--- config.mk ---
export PLATFORM = sky130hd
export DESIGN_NAME = arm_dp_ctrl_flat
export DESIGN_NICKNAME = d
export VERILOG_FILES = /design/src/rtl/arm_dp_ctrl_if.sv /design/src/rtl/arm_dp_ctrl.sv /design/src/flat_wrapper.sv
export SDC_FILE = /design/constraint.sdc
export NUM_CORES = 1
export LEC_CHECK = 0
export ABC_AREA = 1
export CAP_MARGIN = 30
export CORE_ASPECT_RATIO = 1.4
export CORE_MARGIN = 2
export CORE_UTILIZATION = 33
export DETAILED_ROUTE_END_ITERATION = 8
export PLACE_DENSITY = 0.84
export RECOVER_POWER = 100
export SLEW_MARGIN = 20
export SYNTH_ARGS = -nofsm -noshare
export SYNTH_HDL_FRONTEND = slang
export SYNTH_SLANG_ARGS = --single-unit
--- constraint.sdc ---
create_clock -name clk -period 2 [get_ports clk]
set_input_delay 0.4 -clock clk [delete_from_list [all_inputs] [get_ports clk]]
set_output_delay 0.4 -clock clk [all_outputs]
set_load 0.01 [all_outputs]
--- src/rtl/arm_dp_ctrl_if.sv ---
// Handshake/control bundle between the ARM data-path controller and its sequencer/data path.
// master drives run/inst/NZCV; slave (the controller) drives strobes, decoded fields and status.
interface arm_dp_ctrl_if;
  logic        run;
  logic [31:0] inst;
  logic [3:0]  NZCV;

  logic        Write_PC;
  logic        Write_IR;
  logic        LA;
  logic        LB;
  logic        LC;
  logic        LF;
  logic        Write_Reg;
  logic        Write_CPSR;
  logic [3:0]  ALU_op;
  logic [2:0]  Shift_op;
  logic        rm_imm_s;
  logic [1:0]  rs_imm_s;
  logic        S;
  logic        Error;
  logic [2:0]  state;

  modport master (
    output run, inst, NZCV,
    input  Write_PC, Write_IR, LA, LB, LC, LF, Write_Reg, Write_CPSR,
    input  ALU_op, Shift_op, rm_imm_s, rs_imm_s, S, Error, state
  );

  modport slave (
    input  run, inst, NZCV,
    output Write_PC, Write_IR, LA, LB, LC, LF, Write_Reg, Write_CPSR,
    output ALU_op, Shift_op, rm_imm_s, rs_imm_s, S, Error, state
  );
endinterface

--- src/rtl/arm_dp_ctrl.sv ---
// ARM data-processing control FSM: FETCH/DECODE/EXEC/WB, 4 cycles per executed instruction, 2 when skipped.
// Condition-code evaluation is present only when ARM_DP_COND_EN is defined; illegal encodings park in sticky ERR.
module arm_dp_ctrl (
  input  logic          clk,
  input  logic          rst,
  arm_dp_ctrl_if.slave  bus
);

  typedef enum logic [2:0] {
    S_IDLE   = 3'd0,
    S_FETCH  = 3'd1,
    S_DECODE = 3'd2,
    S_EXEC   = 3'd3,
    S_WB     = 3'd4,
    S_ERR    = 3'd5
  } state_t;

  state_t      state_q, state_d;
  logic [3:0]  alu_op_q, alu_op_d;
  logic        s_q, s_d;
  logic [2:0]  shift_op_q, shift_op_d;
  logic        rm_imm_s_q, rm_imm_s_d;
  logic [1:0]  rs_imm_s_q, rs_imm_s_d;

  logic        cls_legal;
  logic [2:0]  dec_shift_op;
  logic        dec_rm_imm_s;
  logic [1:0]  dec_rs_imm_s;
  logic        cond_ok;
  logic        cond_illegal;
  logic        inst_illegal;

  // Instruction class: register/imm5 shift, register/Rs shift, or rotated 8-bit immediate.
  always_comb begin
    cls_legal    = 1'b0;
    dec_shift_op = 3'b000;
    dec_rm_imm_s = 1'b0;
    dec_rs_imm_s = 2'b00;
    if (bus.inst[27:25] == 3'b000 && !bus.inst[4]) begin
      cls_legal    = 1'b1;
      dec_shift_op = {bus.inst[6:5], 1'b0};
      dec_rm_imm_s = 1'b0;
      dec_rs_imm_s = 2'b00;
    end else if (bus.inst[27:25] == 3'b000 && bus.inst[4] && !bus.inst[7]) begin
      cls_legal    = 1'b1;
      dec_shift_op = {bus.inst[6:5], 1'b1};
      dec_rm_imm_s = 1'b0;
      dec_rs_imm_s = 2'b01;
    end else if (bus.inst[27:25] == 3'b001) begin
      cls_legal    = 1'b1;
      dec_shift_op = 3'b111;
      dec_rm_imm_s = 1'b1;
      dec_rs_imm_s = 2'b10;
    end
  end

`ifdef ARM_DP_COND_EN
  logic flag_n, flag_z, flag_c, flag_v;
  logic unused_inst;

  assign {flag_n, flag_z, flag_c, flag_v} = bus.NZCV;
  assign unused_inst = ^{bus.inst[19:16], bus.inst[11:8], bus.inst[3:0]};

  always_comb begin
    cond_ok      = 1'b0;
    cond_illegal = 1'b0;
    case (bus.inst[31:28])
      4'h0:    cond_ok = flag_z;
      4'h1:    cond_ok = !flag_z;
      4'h2:    cond_ok = flag_c;
      4'h3:    cond_ok = !flag_c;
      4'h4:    cond_ok = flag_n;
      4'h5:    cond_ok = !flag_n;
      4'h6:    cond_ok = flag_v;
      4'h7:    cond_ok = !flag_v;
      4'h8:    cond_ok = flag_c && !flag_z;
      4'h9:    cond_ok = !flag_c || flag_z;
      4'hA:    cond_ok = (flag_n == flag_v);
      4'hB:    cond_ok = (flag_n != flag_v);
      4'hC:    cond_ok = !flag_z && (flag_n == flag_v);
      4'hD:    cond_ok = flag_z || (flag_n != flag_v);
      4'hE:    cond_ok = 1'b1;
      default: cond_illegal = 1'b1;
    endcase
  end
`else
  // Without condition support every legal instruction runs as AL, so cond and flags are dead.
  logic unused_inst;

  assign unused_inst  = ^{bus.NZCV, bus.inst[31:28], bus.inst[19:16],
                          bus.inst[11:8], bus.inst[3:0]};
  assign cond_ok      = 1'b1;
  assign cond_illegal = 1'b0;
`endif

  // Rd = PC is rejected: the PC is sequenced only by Write_PC.
  assign inst_illegal = !cls_legal || (bus.inst[15:12] == 4'hF) || cond_illegal;

  always_comb begin
    state_d    = state_q;
    alu_op_d   = alu_op_q;
    s_d        = s_q;
    shift_op_d = shift_op_q;
    rm_imm_s_d = rm_imm_s_q;
    rs_imm_s_d = rs_imm_s_q;

    case (state_q)
      S_IDLE: begin
        if (bus.run) state_d = S_FETCH;
      end
      S_FETCH: begin
        state_d = S_DECODE;
      end
      S_DECODE: begin
        if (inst_illegal) begin
          state_d = S_ERR;
        end else begin
          alu_op_d   = bus.inst[24:21];
          s_d        = bus.inst[20];
          shift_op_d = dec_shift_op;
          rm_imm_s_d = dec_rm_imm_s;
          rs_imm_s_d = dec_rs_imm_s;
          if (cond_ok) state_d = S_EXEC;
          else         state_d = bus.run ? S_FETCH : S_IDLE;
        end
      end
      S_EXEC: begin
        state_d = S_WB;
      end
      S_WB: begin
        state_d = bus.run ? S_FETCH : S_IDLE;
      end
      S_ERR: begin
        state_d = S_ERR;
      end
      default: begin
        state_d = S_ERR;
      end
    endcase
  end

  always_ff @(posedge clk or posedge rst) begin
    if (rst) begin
      state_q    <= S_IDLE;
      alu_op_q   <= 4'b0000;
      s_q        <= 1'b0;
      shift_op_q <= 3'b000;
      rm_imm_s_q <= 1'b0;
      rs_imm_s_q <= 2'b00;
    end else begin
      state_q    <= state_d;
      alu_op_q   <= alu_op_d;
      s_q        <= s_d;
      shift_op_q <= shift_op_d;
      rm_imm_s_q <= rm_imm_s_d;
      rs_imm_s_q <= rs_imm_s_d;
    end
  end

  // Moore strobes: compare-class ops (TST/TEQ/CMP/CMN) only touch flags.
  always_comb begin
    bus.Write_PC   = 1'b0;
    bus.Write_IR   = 1'b0;
    bus.LA         = 1'b0;
    bus.LB         = 1'b0;
    bus.LC         = 1'b0;
    bus.LF         = 1'b0;
    bus.Write_Reg  = 1'b0;
    bus.Write_CPSR = 1'b0;
    bus.Error      = 1'b0;
    case (state_q)
      S_FETCH: begin
        bus.Write_PC = 1'b1;
        bus.Write_IR = 1'b1;
      end
      S_DECODE: begin
        bus.LA = 1'b1;
        bus.LB = 1'b1;
        bus.LC = 1'b1;
      end
      S_EXEC: begin
        bus.LF = 1'b1;
      end
      S_WB: begin
        bus.Write_Reg  = (alu_op_q[3:2] != 2'b10);
        bus.Write_CPSR = s_q;
      end
      S_ERR: begin
        bus.Error = 1'b1;
      end
      default: begin
        bus.Error = 1'b0;
      end
    endcase
  end

  assign bus.ALU_op   = alu_op_q;
  assign bus.S        = s_q;
  assign bus.Shift_op = shift_op_q;
  assign bus.rm_imm_s = rm_imm_s_q;
  assign bus.rs_imm_s = rs_imm_s_q;
  assign bus.state    = state_q;

endmodule

--- src/flat_wrapper.sv ---
// flat-port wrapper written by rule: the top's interface ports become plain ports
module arm_dp_ctrl_flat 
  (clk, rst, bus_run, bus_inst, bus_NZCV, bus_Write_PC, bus_Write_IR, bus_LA, bus_LB, bus_LC, bus_LF, bus_Write_Reg, bus_Write_CPSR, bus_ALU_op, bus_Shift_op, bus_rm_imm_s, bus_rs_imm_s, bus_S, bus_Error, bus_state);
  arm_dp_ctrl_if bus_i ();
  input  logic clk;
  input  logic rst;
  input wire logic [$bits(bus_i.run)-1:0] bus_run;
  input wire logic [$bits(bus_i.inst)-1:0] bus_inst;
  input wire logic [$bits(bus_i.NZCV)-1:0] bus_NZCV;
  output wire logic [$bits(bus_i.Write_PC)-1:0] bus_Write_PC;
  output wire logic [$bits(bus_i.Write_IR)-1:0] bus_Write_IR;
  output wire logic [$bits(bus_i.LA)-1:0] bus_LA;
  output wire logic [$bits(bus_i.LB)-1:0] bus_LB;
  output wire logic [$bits(bus_i.LC)-1:0] bus_LC;
  output wire logic [$bits(bus_i.LF)-1:0] bus_LF;
  output wire logic [$bits(bus_i.Write_Reg)-1:0] bus_Write_Reg;
  output wire logic [$bits(bus_i.Write_CPSR)-1:0] bus_Write_CPSR;
  output wire logic [$bits(bus_i.ALU_op)-1:0] bus_ALU_op;
  output wire logic [$bits(bus_i.Shift_op)-1:0] bus_Shift_op;
  output wire logic [$bits(bus_i.rm_imm_s)-1:0] bus_rm_imm_s;
  output wire logic [$bits(bus_i.rs_imm_s)-1:0] bus_rs_imm_s;
  output wire logic [$bits(bus_i.S)-1:0] bus_S;
  output wire logic [$bits(bus_i.Error)-1:0] bus_Error;
  output wire logic [$bits(bus_i.state)-1:0] bus_state;
  assign bus_i.run = bus_run;
  assign bus_i.inst = bus_inst;
  assign bus_i.NZCV = bus_NZCV;
  assign bus_Write_PC = bus_i.Write_PC;
  assign bus_Write_IR = bus_i.Write_IR;
  assign bus_LA = bus_i.LA;
  assign bus_LB = bus_i.LB;
  assign bus_LC = bus_i.LC;
  assign bus_LF = bus_i.LF;
  assign bus_Write_Reg = bus_i.Write_Reg;
  assign bus_Write_CPSR = bus_i.Write_CPSR;
  assign bus_ALU_op = bus_i.ALU_op;
  assign bus_Shift_op = bus_i.Shift_op;
  assign bus_rm_imm_s = bus_i.rm_imm_s;
  assign bus_rs_imm_s = bus_i.rs_imm_s;
  assign bus_S = bus_i.S;
  assign bus_Error = bus_i.Error;
  assign bus_state = bus_i.state;
  arm_dp_ctrl u_core (.clk(clk), .rst(rst), .bus(bus_i));
endmodule
==> metrics list <==
* WS Path Type: flop to output pin
- Levels on crit path: 4
* FP Rows: 19
- CTS built an H-tree with a depth of 1.
* Crit path DAT: 1540 ps
- In this run the worst hold path is classified as flop to flop.
* Mapped Area: 711 µm²
- Core area: 2000 µm²
* Total of endpoints with negative setup slack in the final report: 0
- DRC: 0
- Worst max-slew margin expressed relative to the limit: 66.7%
- After layout, the worst setup slack is 56.2 ps.
- In this run the deepest clock path goes through 2 buffers.
- Dominant cell type by area after synthesis: sky130_fd_sc_hd__dfrtp_1
- 0 antenna diodes ended up in the layout.
- IR analysis of the VDD net gives a maximum drop of 0.245 mV.
- Number of standard cells after synthesis: 93
- The first global-routing pass estimated 3130 µm of wire.
- Number of buffer cells added on primary ports: 41
- TritonRoute pass-1 iters: 4
- Average via count per standard cell: 4.79
- Startpoint type of the worst setup path: flop
- Synth top area cells: sky130_fd_sc_hd__dfrtp_1 46%, sky130_fd_sc_hd__nand2_1 16%, sky130_fd_sc_hd__inv_1 7.4%, sky130_fd_sc_hd__nand3_1 5.6%, sky130_fd_sc_hd__buf_4 4.2%
- The critical path starts at u_core.bus.state[0].
- The top cell type by area accounts for 45.8% of the synthesized area.
- After detailed placement, the total cell area comes to 1100 µm².
* Count of antenna-violating nets left after detailed routing: 0
- The worst register-to-register path ends at u_core.bus.ALU_op[2].
- Pre-CTS setup slack: 122 ps
- DIE HEIGHT: 58.9 µm
- Summing all multi-input logic gate instances after layout gives 282 µm².
- Predominant post-synthesis flop cell: sky130_fd_sc_hd__dfrtp_1
- Pwr Density: 417 nW/µm²
- For this run, asynchronously set or reset flops after synthesis account for 100%.
* Setup crit end: bus_Error
* Crit-path leading delay family: buffers and inverters
- Post-layout net count: 179
* Kind of end point of the critical path: output pin
* Setup slack, reg-to-reg: 470 ps
- Routed wire per std cell: 12.4 µm
- Final WL: 1990 µm
- CP max-delay cell: sky130_fd_sc_hd__clkdlybuf4s50_1
* First-iteration detailed-routing DRC count: 20
- Starting utilization of the core area: 35.6%
* Clock slew at reported path FFs: 80 ps
- After synthesis, flip-flops and latches occupy 45.8% of the total area.
* Layout cell share with drive strength beyond 1: 11.5%
- Pin slew with the least headroom to its limit: 499 ps
- GRT Overall Usage: 16.7%
* Half-perimeter wire length after detailed placement: 1490 µm
- Cell Chain, Critical Path: buf_4, nand2_1, nor2_1, clkdlybuf4s50_1
- Area of all placed cells without fillers: 1170 µm²
- Crit-path max cell delay: 560 ps
* Hold_ws: 478 ps
- The later pin in the worst-skew pair is clocked with a latency of 280 ps.
* Most frequently used cell type in the post-synthesis netlist: sky130_fd_sc_hd__nand2_1
- Number of flops mapped to enable cells by yosys: 0
- The max-slew violation count was 0.
- Together, buffers and inverters on the worst path number 2.
- Post-route fraction of the period consumed by the critical path: 97.2%
* Number of buffers added by the clock tree synthesis step: 3
- Entering global routing, the biggest net connects 14 pins.
- Max capacitance violation total: 0
- Synthesis inferred 13 register bits.
* Worst flop-to-flop path startpoint: u_core.bus.state[0]
* Fill cells: 199
- The die covers 2550 µm².
* Post-Synthesis Net Count: 132
- The final route contains 766 vias.
* Final weighted congestion in routability-driven placement: 0.808
* FMAX: 0.514 GHz
- The worst register-to-register path has a depth of 7.
* Distinct cell type count of the synthesized netlist: 16
- Post-layout util: 58.7%
- Final setup skew: 1.49 ps
- The run finished with clean final reports.
- FF+latch area: 328 µm²
* Vias in the first global route: 728
* Overall power consumption: 0.488 mW
- Final Critical Period: 1940 ps
- Clock tree synthesis found a total of 13 sinks.
* I/O pin total: 62
- The initial antenna violation count came to 0.
* Top cells by count, synth: 30 x sky130_fd_sc_hd__nand2_1, 14 x sky130_fd_sc_hd__inv_1, 13 x sky130_fd_sc_hd__dfrtp_1, 8 x sky130_fd_sc_hd__nand3_1, 6 x sky130_fd_sc_hd__nor2_1
- Summed over all cells, the static leakage comes to 0.660 nW.
* Die Span X: 43.2 µm
- Relative area change from synthesis to final layout: 65.0%
- At the worst endpoint, the required time is 1600 ps.
- Buffers inserted to repair hold after CTS numbered 0.
- CTS root buf: sky130_fd_sc_hd__clkbuf_4
- Total of warnings raised by yosys: 0
- Avg Cell Area, Syn: 7.64 µm²
- The number of hold violations in the final report was 0.
- GR Overflow Total: 0
- Of all nets on the critical path, the largest fanout is 4.
- Clock tree from TritonCTS: yes
stage by stage:
step / cells / TNS (ps)
finish: 160 / 0
global route: 160 / -36.1
CTS: 157 / 0
detailed placement: 150 / 0
global placement: 150 / 0
floorplan: 93 / 0
repair_timing:
item,4_1_cts,5_1_grt
gates cloned,0,0
resized for setup,10,3
setup endpoints to repair,8,2
pin swaps,1,0
buffers inserted,3,3
flip-flops by register name, indices dropped and copies added (netlist names):
signal / count
u_core.bus.Shift_op: 3
u_core.bus.ALU_op: 4
u_core.bus.rm_imm_s: 1
u_core.bus.S: 1
u_core.bus.state: 3
u_core.bus.rs_imm_s: 1
kinds of logic (layout without fill, tap and decap cells):
kind of cell           count (synthesis)  count (layout)  share of synthesized area, %
AOI/OAI and AO/OA                      7               7                          5.46
DFF                                   13              13                          45.8
and+or+nand+nor                       53              53                          34.0
buffers and inverters                 20              66                          14.8
worst reg2reg max path, stage by stage, from the launching register on:
cell,delay [ps]
sky130_fd_sc_hd__dfrtp_1,420
sky130_fd_sc_hd__inv_1,130
sky130_fd_sc_hd__nand2_1,100
sky130_fd_sc_hd__nor2_4,160
sky130_fd_sc_hd__buf_4,160
sky130_fd_sc_hd__nand2_1,230
sky130_fd_sc_hd__nand2_1,140
sky130_fd_sc_hd__nand2_1,70
where the power goes:
| part | switching, mW | leakage [nW] | total [mW] | internal, mW |
|---|---|---|---|---|
| registers | 0 | 0.169 | 0.263 | 0.263 |
| logic | 0.0231 | 0.476 | 0.0584 | 0.0353 |
| clock network | 0.0900 | 0.0150 | 0.167 | 0.0774 |
cells in the final DEF, fill, tap and decap left out, drive strengths merged:
cell	instances
nand2	31
clkdlybuf4s50	20
inv	14
dlygate4sd3	14
dfrtp	13
nor2	9
nand3	8
buf	7
dlygate4sd2	6
o21ai	4
clkbuf	4
nand4	3
a21oi	3
nor3	1
nand3b	1
dlymetal6s4s	1
final cells by class:
cell class              count  share of cell area, %
repair buffers             48                   39.1
flip-flops and latches     13                   28.0
inverters                  14                   4.48
clock buffers               4                   2.24
well taps                  21                   2.24
multi-input cells          60                   24.0
routing by layer:
metal  track usage, %  wire length [µm]  vias to the layer above
met4             9.96                48                        0
met5                0                 0                        -
li1                 -                 -                      375
met2             30.5              1080                       40
met3             3.37               120                        6
met1             16.9               739                      345
how the worst min path moves through the flow:
stage	to	slack, ps	start	depth (start not counted)
2_1_floorplan	u_core.bus.ALU_op[0]	280	rst	1
3_3_place_gp	u_core.bus.ALU_op[1]	460	u_core.bus.ALU_op[1]	2
3_5_place_dp	u_core.bus.Shift_op[0]	460	u_core.bus.Shift_op[0]	2
4_1_cts	u_core.bus.ALU_op[0]	470	rst	2
5_1_grt	u_core.bus.Shift_op[0]	510	u_core.bus.Shift_op[0]	2
6_report	u_core.bus.Shift_op[0]	480	u_core.bus.Shift_op[0]	2
No activity file was read; power rests on OpenSTA's default activity.
